[config.mk]
export PLATFORM = sky130hd
export DESIGN_NAME = wino_data_controller
export DESIGN_NICKNAME = d
export VERILOG_FILES = /design/src/rtl/wino_pkg.sv /design/src/rtl/data_skid_fifo.sv /design/src/rtl/wino_data_controller.sv
export SDC_FILE = /design/constraint.sdc
export NUM_CORES = 1
export LEC_CHECK = 0
export BUFFER_PORTS_ARGS = -buffer_cell sky130_fd_sc_hd__buf_2
export CAP_MARGIN = 15
export CELL_PAD_IN_SITES_DETAIL_PLACEMENT = 0
export CELL_PAD_IN_SITES_GLOBAL_PLACEMENT = 2
export CORE_ASPECT_RATIO = 0.75
export CORE_MARGIN = 10
export CORE_UTILIZATION = 38
export CTS_BUF_LIST = sky130_fd_sc_hd__clkbuf_8 sky130_fd_sc_hd__clkbuf_16
export DETAILED_ROUTE_END_ITERATION = 8
export PLACE_DENSITY_LB_ADDON = 0.15
export REMOVE_ABC_BUFFERS = 1
export SETUP_SLACK_MARGIN = 0.05
export SLEW_MARGIN = 0
export SYNTH_ARGS = -nofsm -noshare
export SYNTH_HDL_FRONTEND = slang
export SYNTH_SLANG_ARGS = --single-unit
[constraint.sdc]
create_clock -name clk -period 3.9 [get_ports clk]
set_input_delay 0.78 -clock clk [delete_from_list [all_inputs] [get_ports clk]]
set_output_delay 0.78 -clock clk [all_outputs]
set_load 0.03 [all_outputs]
[src/rtl/wino_pkg.sv]
// Shared types and constants for the Winograd input-tile data path.
package wino_pkg;

    typedef enum logic [1:0] {
        IDLE  = 2'd0,
        FETCH = 2'd1,
        DRAIN = 2'd2,
        DONE  = 2'd3
    } dc_state_t;

    localparam int TILE_3X3 = 8;
    localparam int TILE_5X5 = 10;
    localparam int OUT_TILE = 6;

    // Rows per input tile for the selected kernel size.
    function automatic logic [3:0] tile_rows(input logic size_type);
        return size_type ? 4'(TILE_5X5) : 4'(TILE_3X3);
    endfunction

endpackage

[src/rtl/data_skid_fifo.sv]
// Synchronous FIFO with occupancy count and synchronous clear; head word is always on rdata.
module data_skid_fifo #(
    parameter int WIDTH = 8,
    parameter int DEPTH = 4,
    localparam int PTR_W = $clog2(DEPTH),
    localparam int CNT_W = $clog2(DEPTH + 1)
) (
    input  logic             clk,
    input  logic             clear,
    input  logic             push,
    input  logic [WIDTH-1:0] wdata,
    input  logic             pop,
    output logic [WIDTH-1:0] rdata,
    output logic             empty,
    output logic [CNT_W-1:0] count
);

    logic [WIDTH-1:0] mem [DEPTH];
    logic [PTR_W-1:0] wr_ptr;
    logic [PTR_W-1:0] rd_ptr;
    logic [CNT_W-1:0] count_q;
    logic             do_push;
    logic             do_pop;

    assign empty   = (count_q == '0);
    assign do_push = push && (count_q != CNT_W'(DEPTH));
    assign do_pop  = pop && !empty;
    assign rdata   = mem[rd_ptr];
    assign count   = count_q;

    always_ff @(posedge clk) begin
        if (do_push) mem[wr_ptr] <= wdata;
    end

    // Pointers wrap naturally because DEPTH is a power of two.
    always_ff @(posedge clk) begin
        if (clear) begin
            wr_ptr  <= '0;
            rd_ptr  <= '0;
            count_q <= '0;
        end else begin
            if (do_push) wr_ptr <= wr_ptr + 1'b1;
            if (do_pop)  rd_ptr <= rd_ptr + 1'b1;
            case ({do_push, do_pop})
                2'b10:   count_q <= count_q + 1'b1;
                2'b01:   count_q <= count_q - 1'b1;
                default: count_q <= count_q;
            endcase
        end
    end

endmodule

[src/rtl/wino_data_controller.sv]
// Walks the Winograd input tiles of one channel, reads each tile row from SRAM and streams it out.
// Streams: a beat transfers on a clock edge where valid&ready; while valid&!ready the payload holds.
module wino_data_controller
    import wino_pkg::*;
#(
    parameter int PIX_W      = 8,
    parameter int TILE_MAX   = 10,
    parameter int MAX_H      = 64,
    parameter int MAX_BW     = 16,
    parameter int ADDR_W     = 14,
    parameter int FIFO_DEPTH = 4
) (
    input  logic                      clk,
    input  logic                      reset,
    input  logic                      data_prepare_i,
    input  logic [3:0]                data_id_i,
    input  logic [7:0]                block_width_i,
    input  logic [7:0]                block_height_i,
    input  logic                      size_type_i,
    output logic                      loop_finished_o,
    output logic                      sram_ren_o,
    output logic [ADDR_W-1:0]         sram_addr_o,
    input  logic [TILE_MAX*PIX_W-1:0] sram_rdata_i,
    output logic                      tile_valid_o,
    input  logic                      tile_ready_i,
    output logic [TILE_MAX*PIX_W-1:0] tile_data_o,
    output logic [3:0]                tile_row_o,
    output logic                      tile_last_o,
    output dc_state_t                 dbg_state
);

    localparam int DATA_W = TILE_MAX * PIX_W;
    localparam int ENTRY_W = DATA_W + 5;
    localparam int CNT_W = $clog2(FIFO_DEPTH + 1);

    dc_state_t state, state_next;
    logic [3:0]  id_q;
    logic [7:0]  bw_q, bh_q;
    logic        size_q;
    logic [3:0]  r_q;
    logic [7:0]  bx_q, by_q;
    logic        inflight_q, inflight_last_q;
    logic [3:0]  inflight_row_q;

    logic [CNT_W-1:0]   fifo_count;
    logic               fifo_empty;
    logic [ENTRY_W-1:0] fifo_head;
    logic [CNT_W:0]     occupancy;
    logic               issue, last_row, last_bx, last_by;
    logic [15:0]        row_y, addr16;

    assign last_row = (r_q == tile_rows(size_q) - 4'd1);
    assign last_bx  = (bx_q == bw_q - 8'd1);
    assign last_by  = (by_q == bh_q - 8'd1);

    // A read may only be issued if its data is guaranteed a FIFO slot on return.
    assign occupancy = {1'b0, fifo_count} + {{CNT_W{1'b0}}, inflight_q};
    assign issue     = (state == FETCH) && (occupancy < (CNT_W + 1)'(FIFO_DEPTH));

    assign row_y  = 16'(by_q) * 16'(OUT_TILE) + 16'(r_q);
    assign addr16 = (16'(id_q) * 16'(MAX_H) + row_y) * 16'(MAX_BW) + 16'(bx_q);

    assign sram_ren_o  = issue;
    assign sram_addr_o = issue ? ADDR_W'(addr16) : '0;
    assign dbg_state   = state;

    always_comb begin
        state_next      = state;
        loop_finished_o = 1'b0;
        case (state)
            IDLE:  if (data_prepare_i) state_next = FETCH;
            FETCH: if (issue && last_row && last_bx && last_by) state_next = DRAIN;
            DRAIN: begin
                if (fifo_empty && !inflight_q) begin
                    state_next      = DONE;
                    loop_finished_o = 1'b1;
                end
            end
            // Wait for the request to drop so a lingering request does not restart the loop.
            DONE:  if (!data_prepare_i) state_next = IDLE;
            default: state_next = IDLE;
        endcase
    end

    always_ff @(posedge clk) begin
        if (reset) begin
            state           <= IDLE;
            id_q            <= '0;
            bw_q            <= '0;
            bh_q            <= '0;
            size_q          <= 1'b0;
            r_q             <= '0;
            bx_q            <= '0;
            by_q            <= '0;
            inflight_q      <= 1'b0;
            inflight_last_q <= 1'b0;
            inflight_row_q  <= '0;
        end else begin
            state           <= state_next;
            inflight_q      <= issue;
            inflight_last_q <= last_row;
            inflight_row_q  <= r_q;
            if (state == IDLE && data_prepare_i) begin
                id_q   <= data_id_i;
                bw_q   <= (block_width_i == 8'd0) ? 8'd1 : block_width_i;
                bh_q   <= (block_height_i == 8'd0) ? 8'd1 : block_height_i;
                size_q <= size_type_i;
                r_q    <= '0;
                bx_q   <= '0;
                by_q   <= '0;
            end else if (issue) begin
                if (!last_row) begin
                    r_q <= r_q + 4'd1;
                end else begin
                    r_q <= '0;
                    if (!last_bx) begin
                        bx_q <= bx_q + 8'd1;
                    end else begin
                        bx_q <= '0;
                        by_q <= by_q + 8'd1;
                    end
                end
            end
        end
    end

    data_skid_fifo #(
        .WIDTH(ENTRY_W),
        .DEPTH(FIFO_DEPTH)
    ) u_fifo (
        .clk   (clk),
        .clear (reset),
        .push  (inflight_q),
        .wdata ({sram_rdata_i, inflight_row_q, inflight_last_q}),
        .pop   (tile_valid_o && tile_ready_i),
        .rdata (fifo_head),
        .empty (fifo_empty),
        .count (fifo_count)
    );

    assign tile_valid_o = !fifo_empty;
    assign tile_data_o  = fifo_empty ? '0 : fifo_head[ENTRY_W-1:5];
    assign tile_row_o   = fifo_empty ? '0 : fifo_head[4:1];
    assign tile_last_o  = fifo_empty ? 1'b0 : fifo_head[0];

endmodule
==> summary.txt <==
Yosys
  • #FFs+latches synth: slightly below 400
  • Most common cell in the synthesized netlist: edfxtp_1
  • Synth Cell Area: 0.01648 mm2
  • Post-synthesis compound-gate area fraction: between 2 and 3%
  • Area leader, netlist: edfxtp_1
  • Synth async-reset ratio: 0%
  • Synth area leaders: edfxtp_1 (62%), mux4_2 (12%), dfxtp_1 (7.0%)
  • Largest family of logic cells by synthesized area: multiplexers
  • Synth Area in Simple Gates: about 8.5%
  • Synthesized area per cell: around 17 um2
  • Post-synthesis cell type count: slightly below 50
  • Post-synthesis xor/xnor area fraction: under 10%
  • Seq/Total Area, Yosys: between 60% and 70%
  • Synth Instances: around 1000
  • Number of synthesized flops with an enable pin: 340
  • Post-synth top area share: approximately 62%
  • Top cells by count, synth: edfxtp_1 (340), and2_1 (96), mux4_2 (85)
  • Mux cell area share after synthesis: around an eighth
  • Synth Area in Adders: around 2.8%
  • Synth warn: 0
  • Predominant post-synthesis flop cell: edfxtp_1

Setup path
  • Reg2Reg Setup Slack: 1.12 ns
  • Beginning of the critical path: by_q[1]
  • Crit. End Element: output pin
  • Crit path launch type: flip-flop
  • Setup Crit Path Kind: flip-flop to output pin
  • Maximum fanout along the worst path: 4
  • Critical R2R Capture: dbg_state[1]
  • Reg2Reg Launch Point: bw_q[0]
  • Crit path capture: sram_addr_o[13]
  • Worst Path Required: between 3 and 4 ns
  • Critical path arrival: roughly 3.5 ns
  • Reg2reg path depth: 9

Timing
  • Max Clock Freq: roughly 0.24 GHz
  • RSZ-0062 raised after global routing: true
  • Slew headroom: between 40% and 50%
  • Actual slew at the worst max-slew pin: 0.7985 ns
  • Final Critical Period: between 4 and 5 ns
  • Tcrit/Tclk final: 108.6%
  • Setup TNS: -1.056 ns
  • Hold violation count in the final report: 0
  • Worst setup margin: -0.3337 ns
  • Worst Skew: about 0.011 ns
  • Slew Limit Fails: 0
  • Count of final setup violators: 5

CTS
  • H-tree depth: 2
  • Cts bufs inserted: 40
  • Root Driver: clkbuf_16
  • CTS sink cnt: between 300 and 400
  • CTS max path bufs: 3
  • Worst skew pair latency: about 0.53 ns
  • CTS clk-pin slew, worst paths: roughly 0.07 ns
  • TritonCTS clock tree: built

Drt
  • DR vias: 9123
  • WL per Instance: between 20 and 25 um
  • WL final: 38610 um
  • Post-route ant nets: 0
  • Number of remaining DRC errors: 0
  • Starting DRC count in detailed routing: about 520
  • TritonRoute pass-1 iters: 4
  • Detail-routed via count per cell: 4.926

Place
  • Place WS: -0.1375 ns
  • PortBufs: 208
  • Placed instance area: 0.01847 mm2
  • RePlAce Congestion: 0.7801
  • Inst Count DP: between 1500 and 2000
  • Hpwl dp: between 20000 and 30000 um

Layout
  • P&R area growth vs syn: 22.06%
  • Fin area: 0.02012 mm2
  • Share of post-route cells with drive strength above 1: 34.64%
  • Layout Nets: 1391
  • Non-Filler Instances: between 1500 and 2000

Floorplanning
  • CORE AREA: ~0.042 mm2
  • Initial core utilization: ~39%
  • Die W: roughly 260 um
  • Row count: 65
  • Io pins: 209
  • Die ar.: approximately 0.052 mm2
  • Die height: roughly 200 um

Global route
  • Largest net degree at the start of global routing: 55
  • Grt ovf: 0
  • First-pass GRT wire length: just under 60000 um
  • Vias in the first global route: roughly 9500
  • Initial antenna violation count: 7
  • Total GRT Usage: approximately 14%

Flow run
  • Max_cap viols: 0

Hold path
  • HP Class: primary input to flip-flop

Power
  • Pleak: between 7 and 8 nW
  • PwrDens: roughly 600 mW/mm2
  • PnR Total Power: 0.01209 W
  • Worst VDD drop: 0.3190 mV

Outcome
  • Failing checks: setup timing
  • Status: finished with violations
[logic make-up (layout without fill, tap and decap cells)]
| family | after synthesis | after routing |
|---|---|---|
| fa+ha+maj | 34 | 34 |
| simple gates | 267 | 267 |
| compound gates | 72 | 72 |
| buf+inv | 73 | 355 |
| other cells | 0 | 4 |
| flops | 398 | 398 |
| mux | 88 | 88 |
| xor+xnor | 65 | 65 |
[critical path: stages (launching register included)]
cell and delay (ns):
dfxtp_2 0.34, buf_6 0.13, fa_2 0.40, a21oi_2 0.14, nor2_2 0.05, nor2_2 0.13, xnor2_1 0.09, ha_1 0.34
inv_2 0.06, buf_4 0.16, o41ai_2 0.34, a21oi_1 0.10, xnor3_1 0.36, nor2_1 0.10, buf_4 0.17
[layer usage]
layer	vias up	wire (um)	track usage, %
li1	4290	-	-
met1	4599	18220	20.30
met4	6	560	3.212
met5	-	43	0
met2	185	17430	21.77
met3	43	2362	3.940
[placed cells by master (no fill, tap or decap), types with 6 or more instances in the layout]
cell type,n
nand3_1,13
o21ai_0,7
clkinv_1,9
ha_1,25
clkbuf_16,42
a21oi_1,38
buf_4,38
nor2_1,43
nor3_1,11
dfxtp_1,52
and2_1,92
xnor2_1,35
buf_6,10
nand2_1,61
buf_12,7
xor2_1,24
buf_2,202
inv_1,34
edfxtp_1,340
mux4_2,85
clkinv_2,6
nor2b_1,7
nor4_1,6
[final cells by class]
type | instances | area, um2
tap | 569 | 711.9
clock inverter | 26 | 197.7
sequential | 398 | 11380
fill | 3771 | 22340
timing repair buffer | 257 | 1549
antenna | 4 | 10.01
multi-input combinational | 526 | 5090
clock buffer | 43 | 1065
inverter | 29 | 108.9
[registers in the layout (all words and copies together), names as in the netlist, named ones only]
signal / count
u_fifo.mem: 340
size_q: 1
bx_q: 8
id_q: 4
r_q: 4
u_fifo.rd_ptr: 2
inflight_row_q: 4
dbg_state: 2
bh_q: 8
u_fifo.wr_ptr: 2
inflight_last_q: 1
bw_q: 8
by_q: 8
u_fifo.count: 3
inflight_q: 1
[what timing repair did]
item | 4_1_cts | 5_1_grt
hold buffers | 0 | 0
gates resized for setup | 43 | 21
endpoints found under the setup margin | 6 | 6
pin swaps | 20 | 10
buffers inserted | 6 | 6
[through the flow]
| step | util [%] | hold WS, ns |
|---|---|---|
| finish | 47.38 | 0.4615 |
| global route | 47.37 | 0.4388 |
| CTS | 47.03 | 0.4300 |
| detailed placement | 43.50 | 0.4569 |
| global placement | 43.50 | 0.4572 |
| floorplan | - | 0.4346 |
[how the worst min path moves through the flow]
stage	from	to	depth (start not counted)
floorplan	id_q[0]	id_q[0]	2
global placement	id_q[2]	id_q[2]	2
detailed placement	inflight_row_q[1]	u_fifo.mem[0][2]	0
CTS	sram_rdata_i[37]	u_fifo.mem[3][42]	1
global route	sram_rdata_i[26]	u_fifo.mem[1][31]	1
finish	sram_rdata_i[65]	u_fifo.mem[2][70]	1
[where the power goes]
part | switching (W) | internal (W)
combinational | 0.00199 | 0.00127
sequential | 0.000190 | 0.00493
clock | 0.00157 | 0.00216
Note: power is estimated with default switching activity, not from simulation.
